`config.mk`:
```
export PLATFORM = sky130hd
export DESIGN_NAME = spi_bus_arbiter
export DESIGN_NICKNAME = d
export VERILOG_FILES = /design/src/rtl/spi_bus_arbiter.sv
export SDC_FILE = /design/constraint.sdc
export NUM_CORES = 1
export LEC_CHECK = 0
export CAP_MARGIN = 20
export CORE_MARGIN = 2
export CORE_UTILIZATION = 44
export CTS_CLUSTER_DIAMETER = 100
export DETAILED_ROUTE_END_ITERATION = 12
export HOLD_SLACK_MARGIN = 0.06
export PLACE_DENSITY = 0.8
export SLEW_MARGIN = 40
export SYNTH_ARGS = -nofsm -noshare
export SYNTH_HDL_FRONTEND = slang
export SYNTH_SLANG_ARGS = --single-unit
```
`constraint.sdc`:
```
create_clock -name clk_i -period 3 [get_ports clk_i]
set_input_delay 0.9 -clock clk_i [delete_from_list [all_inputs] [get_ports clk_i]]
set_output_delay 0.9 -clock clk_i [all_outputs]
set_load 0.05 [all_outputs]
```
`src/rtl/spi_bus_arbiter.sv`:
```
// Round-robin arbiter that shares one 8-bit SPI master core among NREQ requesters,
// owning the slave selects, CS setup/hold spacing and the per-byte start/irq/ack handshake.
module spi_bus_arbiter #(
  parameter int NREQ     = 2,
  parameter int DATA_W   = 8,
  parameter int CS_SETUP = 2,
  parameter int CS_HOLD  = 2
) (
  input  logic                   clk_i,
  input  logic                   rst_i,
  input  logic [NREQ-1:0]        req_i,
  output logic [NREQ-1:0]        gnt_o,
  input  logic [NREQ*DATA_W-1:0] tx_i,
  input  logic [NREQ-1:0]        tx_valid_i,
  input  logic [NREQ-1:0]        tx_last_i,
  output logic [NREQ-1:0]        tx_ready_o,
  output logic [DATA_W-1:0]      rx_o,
  output logic [NREQ-1:0]        rx_valid_o,
  output logic [NREQ-1:0]        ss_n_o,
  output logic                   spi_start_o,
  output logic [DATA_W-1:0]      spi_tx_o,
  input  logic [DATA_W-1:0]      spi_rx_i,
  input  logic                   spi_busy_i,
  input  logic                   spi_irq_i,
  output logic                   spi_ack_o
);
  localparam int IW   = $clog2(NREQ);
  localparam int CMAX = (CS_SETUP > CS_HOLD) ? CS_SETUP : CS_HOLD;
  localparam int CW   = (CMAX > 1) ? $clog2(CMAX) : 1;

  typedef enum logic [2:0] {S_IDLE, S_SETUP, S_LOAD, S_XFER, S_HOLD} state_e;

  state_e              state_q, state_d;
  logic [NREQ-1:0]     gnt_q, gnt_d;
  logic [IW-1:0]       gidx_q, gidx_d, rr_q, rr_d;
  logic [CW-1:0]       cnt_q, cnt_d;
  logic                last_q, last_d, start_q, start_d, ack_q, ack_d;
  logic [DATA_W-1:0]   stx_q, stx_d, rx_q, rx_d;
  logic [NREQ-1:0]     rxv_q, rxv_d;

  logic                win_found;
  logic [IW-1:0]       win_idx;
  int                  win_k;
  logic [DATA_W-1:0]   tx_sel;
  logic                txv_sel, txl_sel, req_sel;

  assign tx_sel  = tx_i[gidx_q*DATA_W +: DATA_W];
  assign txv_sel = tx_valid_i[gidx_q];
  assign txl_sel = tx_last_i[gidx_q];
  assign req_sel = req_i[gidx_q];

  // Rotating-priority scan: first requester at or after rr_q wins.
  always_comb begin
    win_found = 1'b0;
    win_idx   = '0;
    win_k     = 0;
    for (int i = 0; i < NREQ; i++) begin
      win_k = int'(rr_q) + i;
      if (win_k >= NREQ) win_k = win_k - NREQ;
      if (!win_found && req_i[win_k]) begin
        win_found = 1'b1;
        win_idx   = IW'(win_k);
      end
    end
  end

  always_comb begin
    state_d = state_q;
    gnt_d   = gnt_q;
    gidx_d  = gidx_q;
    rr_d    = rr_q;
    cnt_d   = cnt_q;
    last_d  = last_q;
    stx_d   = stx_q;
    rx_d    = rx_q;
    start_d = 1'b0;
    ack_d   = 1'b0;
    rxv_d   = '0;
    case (state_q)
      S_IDLE: if (win_found) begin
        gnt_d          = '0;
        gnt_d[win_idx] = 1'b1;
        gidx_d         = win_idx;
        cnt_d          = CW'(CS_SETUP - 1);
        state_d        = S_SETUP;
      end
      S_SETUP: begin
        if (cnt_q == '0) state_d = S_LOAD;
        else             cnt_d   = cnt_q - 1'b1;
      end
      S_LOAD: begin
        if (txv_sel && !spi_busy_i) begin
          stx_d   = tx_sel;
          last_d  = txl_sel;
          start_d = 1'b1;
          state_d = S_XFER;
        end else if (!req_sel) begin
          cnt_d   = CW'(CS_HOLD - 1);
          state_d = S_HOLD;
        end
      end
      S_XFER: begin
        // The irq flag may still be the previous byte's during the start cycle.
        if (spi_irq_i && !start_q) begin
          rx_d  = spi_rx_i;
          rxv_d = gnt_q;
          ack_d = 1'b1;
          if (last_q || !req_sel) begin
            cnt_d   = CW'(CS_HOLD - 1);
            state_d = S_HOLD;
          end else begin
            state_d = S_LOAD;
          end
        end
      end
      S_HOLD: begin
        if (cnt_q == '0) begin
          gnt_d   = '0;
          rr_d    = (gidx_q == IW'(NREQ - 1)) ? '0 : gidx_q + 1'b1;
          state_d = S_IDLE;
        end else begin
          cnt_d = cnt_q - 1'b1;
        end
      end
      default: state_d = S_IDLE;
    endcase
  end

  always_ff @(posedge clk_i or posedge rst_i) begin
    if (rst_i) begin
      state_q <= S_IDLE;
      gnt_q   <= '0;
      gidx_q  <= '0;
      rr_q    <= '0;
      cnt_q   <= '0;
      last_q  <= 1'b0;
      stx_q   <= '0;
      rx_q    <= '0;
      start_q <= 1'b0;
      ack_q   <= 1'b0;
      rxv_q   <= '0;
    end else begin
      state_q <= state_d;
      gnt_q   <= gnt_d;
      gidx_q  <= gidx_d;
      rr_q    <= rr_d;
      cnt_q   <= cnt_d;
      last_q  <= last_d;
      stx_q   <= stx_d;
      rx_q    <= rx_d;
      start_q <= start_d;
      ack_q   <= ack_d;
      rxv_q   <= rxv_d;
    end
  end

  assign gnt_o       = gnt_q;
  assign ss_n_o      = ~gnt_q;
  assign tx_ready_o  = (state_q == S_LOAD && !spi_busy_i) ? gnt_q : '0;
  assign rx_o        = rx_q;
  assign rx_valid_o  = rxv_q;
  assign spi_start_o = start_q;
  assign spi_tx_o    = stx_q;
  assign spi_ack_o   = ack_q;
endmodule

```
==> results.env <==
WORST-SLEW-PIN-TRANSITION_NS=0.711
DRT_PRE_ANTENNA_ITERS=4
COREAREA_MM2=0.00281
MOST_FREQUENT_CELLS_AFTER_SYNTHESIS='29 x dfrtp_1, 16 x nor2_1, 12 x a21oi_1'
PREDOMINANT_POST_SYNTHESIS_FLOP_CELL='dfrtp_1'
CTS-ROOT-BUF='clkbuf_4'
FINALHOLDWORSTSLACK_NS=0.498
LAYOUT_UTILIZATION_PCT=73.2
TIMING.SETUP.CRITICAL_PATH_CLASS='in2out'
GRT_PASS1_WL_UM=5210
INITIAL_UTILIZATION_PCT=47.5
R2R.WORST_PATH.CELLS=4
SYNTHDOMINANTAREACELLTYPE='dfrtp_1'
TNS_NS=0
ROUTED_WL_UM=3260
ROUTE.DETAILED.WL_PER_INST_UM=15.4
TIMING.CRITICAL_PATH.TO='tx_ready_o[1]'
YOSYS_WARNINGS=0
ROUTABILITYCONGESTION=0.748
FMAX_GHz=0.349
SETUP_VIOL=0
DETAIL-ROUTE-ANTENNA-NETS=0
PORT-BUFFER-COUNT=59
CTSLONGESTPATHBUFFERS=2
KIND_OF_END_POINT_OF_THE_CRITICAL_PATH='output port'
SYN_AVG_CELL_AREA_UM2=11.5
GRT_START_MAX_NET_PINS=20
DESIGN_POWER_TOTAL_uW=2490
TIMING.FINAL.HOLD_VIOLATIONS=0
DIE_WIDTH_UM=59.0
DIODES=0
GRT_SETUP_UNREPAIRED='false'
REMAINING_ROUTING_DRC_VIOLATIONS=0
YS_ASYNC_SR_FRACTION_PCT=100
CLOCK_TREE.HTREE_LEVEL_COUNT=2
GLOBALROUTE.TOTALOVERFLOW=0
RESULT_OF_THE_RUN='finished clean'
FIN_CRIT_SH_PCT=95.5
SYNTH_MOST_COMMON_CELL='dfrtp_1'
ANTENNA_FOUND_INITIAL=0
TIMING_MAX_TRANSITION_VIOLATIONS_FINAL=0
YOSYSUNIQUECELLTYPES=25
SYNTH_EDF_COUNT=0
SYNTH.TOP_CELL.AREA_SHARE_PCT=54.5
WORST_CLOCK_SKEW_NS=0.00927
VIA_COUNT=1165
INITIALDRTVIOLATIONCOUNT=29
HOLD_PATH.CLASS='reg2reg'
MAXCAPVIOLATIONS=0
WORSTHOLDPATHCELLS=2
WORST_R2R_ENDPOINT='cnt_q'
GRT_PASS1_VIAS=1168
DIE_HEIGHT_UM=59.0
CP.REQUIRED_NS=2.10
NUM-NETS-FINAL=214
NUMCLOCKSINKS=29
TIMING.SLEW.HEADROOM_PCT=52.6
SYNTH-SEQ-CELLS=29
POWER.STATIC_LEAKAGE_uW=0.000894
CTS_MADE_BUFFERS=5
ARRIVAL_NS=1.96
NUM_ROWS=19
START_KIND='input pin'
RRSETUPSLACK_NS=1.02
SYN_INST=116
GRT_USE_TOTAL_PCT=20.2
FINAL_PERIOD_MINUS_WORST_SETUP_SLACK_NS=2.86
CTS_SETUP_BUFFERS=0
POWER_DENSITY_mW_PER_MM2=1210
DIE_AREA_MM2=0.00348
DRT-VIAS-PER-INSTANCE=5.50
IR_WORST_VDD_mV=0.659
POST_CTS_RESIZED=0
CLKSLEWWORSTSETUPHOLDPATHS_NS=0.09
INSERTION_DELAY_NS=0.33
CP_MAX_FO=3
SHARE_OF_FINAL_LAYOUT_STANDARD_CELLS_STRONGER_THAN_DRIVE_STRENGTH_1_PCT=15.5
NUM_IO_PINS=60
NETLIST_TOP_CELLS_AREA='dfrtp_1 55%, mux2i_1 7.5%, mux2_2 6.8%, a21oi_1 4.5%, nor2_1 4.5%'
SEQ_AREA_FRAC_SYNTH_PCT=54.5
SYNTHESIS.NETS=150
SYNTH_AREA_MM2=0.00133
TIMING.RR.START='gidx_q'
CLOCK_TREE_FROM_TRITONCTS='done'
CTSHOLDBUFFERS=0
ESTIMATED_WIRELENGTH_OF_THE_DETAIL_PLACED_DESIGN_UM=2550
FLOW.AREA_GROWTH_FROM_SYNTHESIS_PCT=54.2
CP-STARTPOINT='spi_busy_i'
==> worst min-delay path by stage <==
stage,from,end
after floorplan,rr_q,rr_q
after global placement,rr_q,rr_q
after detailed placement,rr_q,rr_q
after CTS,rr_q,rr_q
after global routing,rr_q,rr_q
final,rr_q,rr_q
==> final cells by class <==
cell class	count	area [um2]
inverters	5	18.8
clock buffers	7	55.1
well taps	31	38.8
clock inverters	1	30.0
multi-input cells	76	544
repair buffers	63	641
fillers	208	752
flip-flops and latches	29	726
==> where the power goes <==
part	internal (uW)	leakage, uW	switching [uW]
registers	572	0.000349	197
clock network	199	0.0000455	138
logic	539	0.000500	844
total	1310	0.000894	1180
==> placed cells by master, fill, tap and decap left out, types with 4 or more instances in the layout <==
master | synthesis | final
nand2_1 | 8 | 8
a21oi_1 | 12 | 12
mux2_2 | 8 | 8
clkbuf_4 | 0 | 5
nor2_1 | 16 | 16
dfrtp_1 | 29 | 29
inv_1 | 5 | 5
mux2i_1 | 10 | 10
clkdlybuf4s50_1 | 0 | 57
buf_4 | 0 | 4
==> critical path, stage by stage <==
cell,delay [ns]
clkdlybuf4s50_1,0.48
nor4_2,0.39
buf_12,0.19
==> metal layers <==
| layer | vias up | track usage [%] | wire length (um) |
|---|---|---|---|
| met1 | 567 | 22.7 | 1260 |
| li1 | 535 | - | - |
| met5 | - | 0 | 0 |
| met2 | 54 | 33.5 | 1700 |
| met3 | 9 | 8.08 | 226 |
| met4 | 0 | 9.42 | 70 |
==> state kept, by name (all words and copies together), names as in the netlist <==
signal	count
spi_tx_o	8
rx_valid_o	2
spi_start_o	1
cnt_q	1
rx_o	8
last_q	1
spi_ack_o	1
gidx_q	1
rr_q	1
gnt_o	2
state_q	3
==> cells by family (layout without fill, tap and decap cells) <==
logic type	count (synthesis)	in the layout	share of synthesized area [%]
and+or+nand+nor	34	34	13.2
buffers and inverters	11	76	5.55
AOI/OAI and AO/OA	23	23	10.8
DFF	29	29	54.5
muxes	19	19	16.0
==> stage by stage <==
step | setup slack (ns) | cells | area, um2
after global routing | 0.107 | 212 | 2050
after CTS | 0.127 | 212 | 2050
final | 0.136 | 212 | 2050
after floorplan | 0.0915 | 116 | 1340
after global placement | 0.179 | 204 | 1970
after detailed placement | 0.133 | 204 | 1970
No activity file was read; power rests on OpenSTA's default activity.
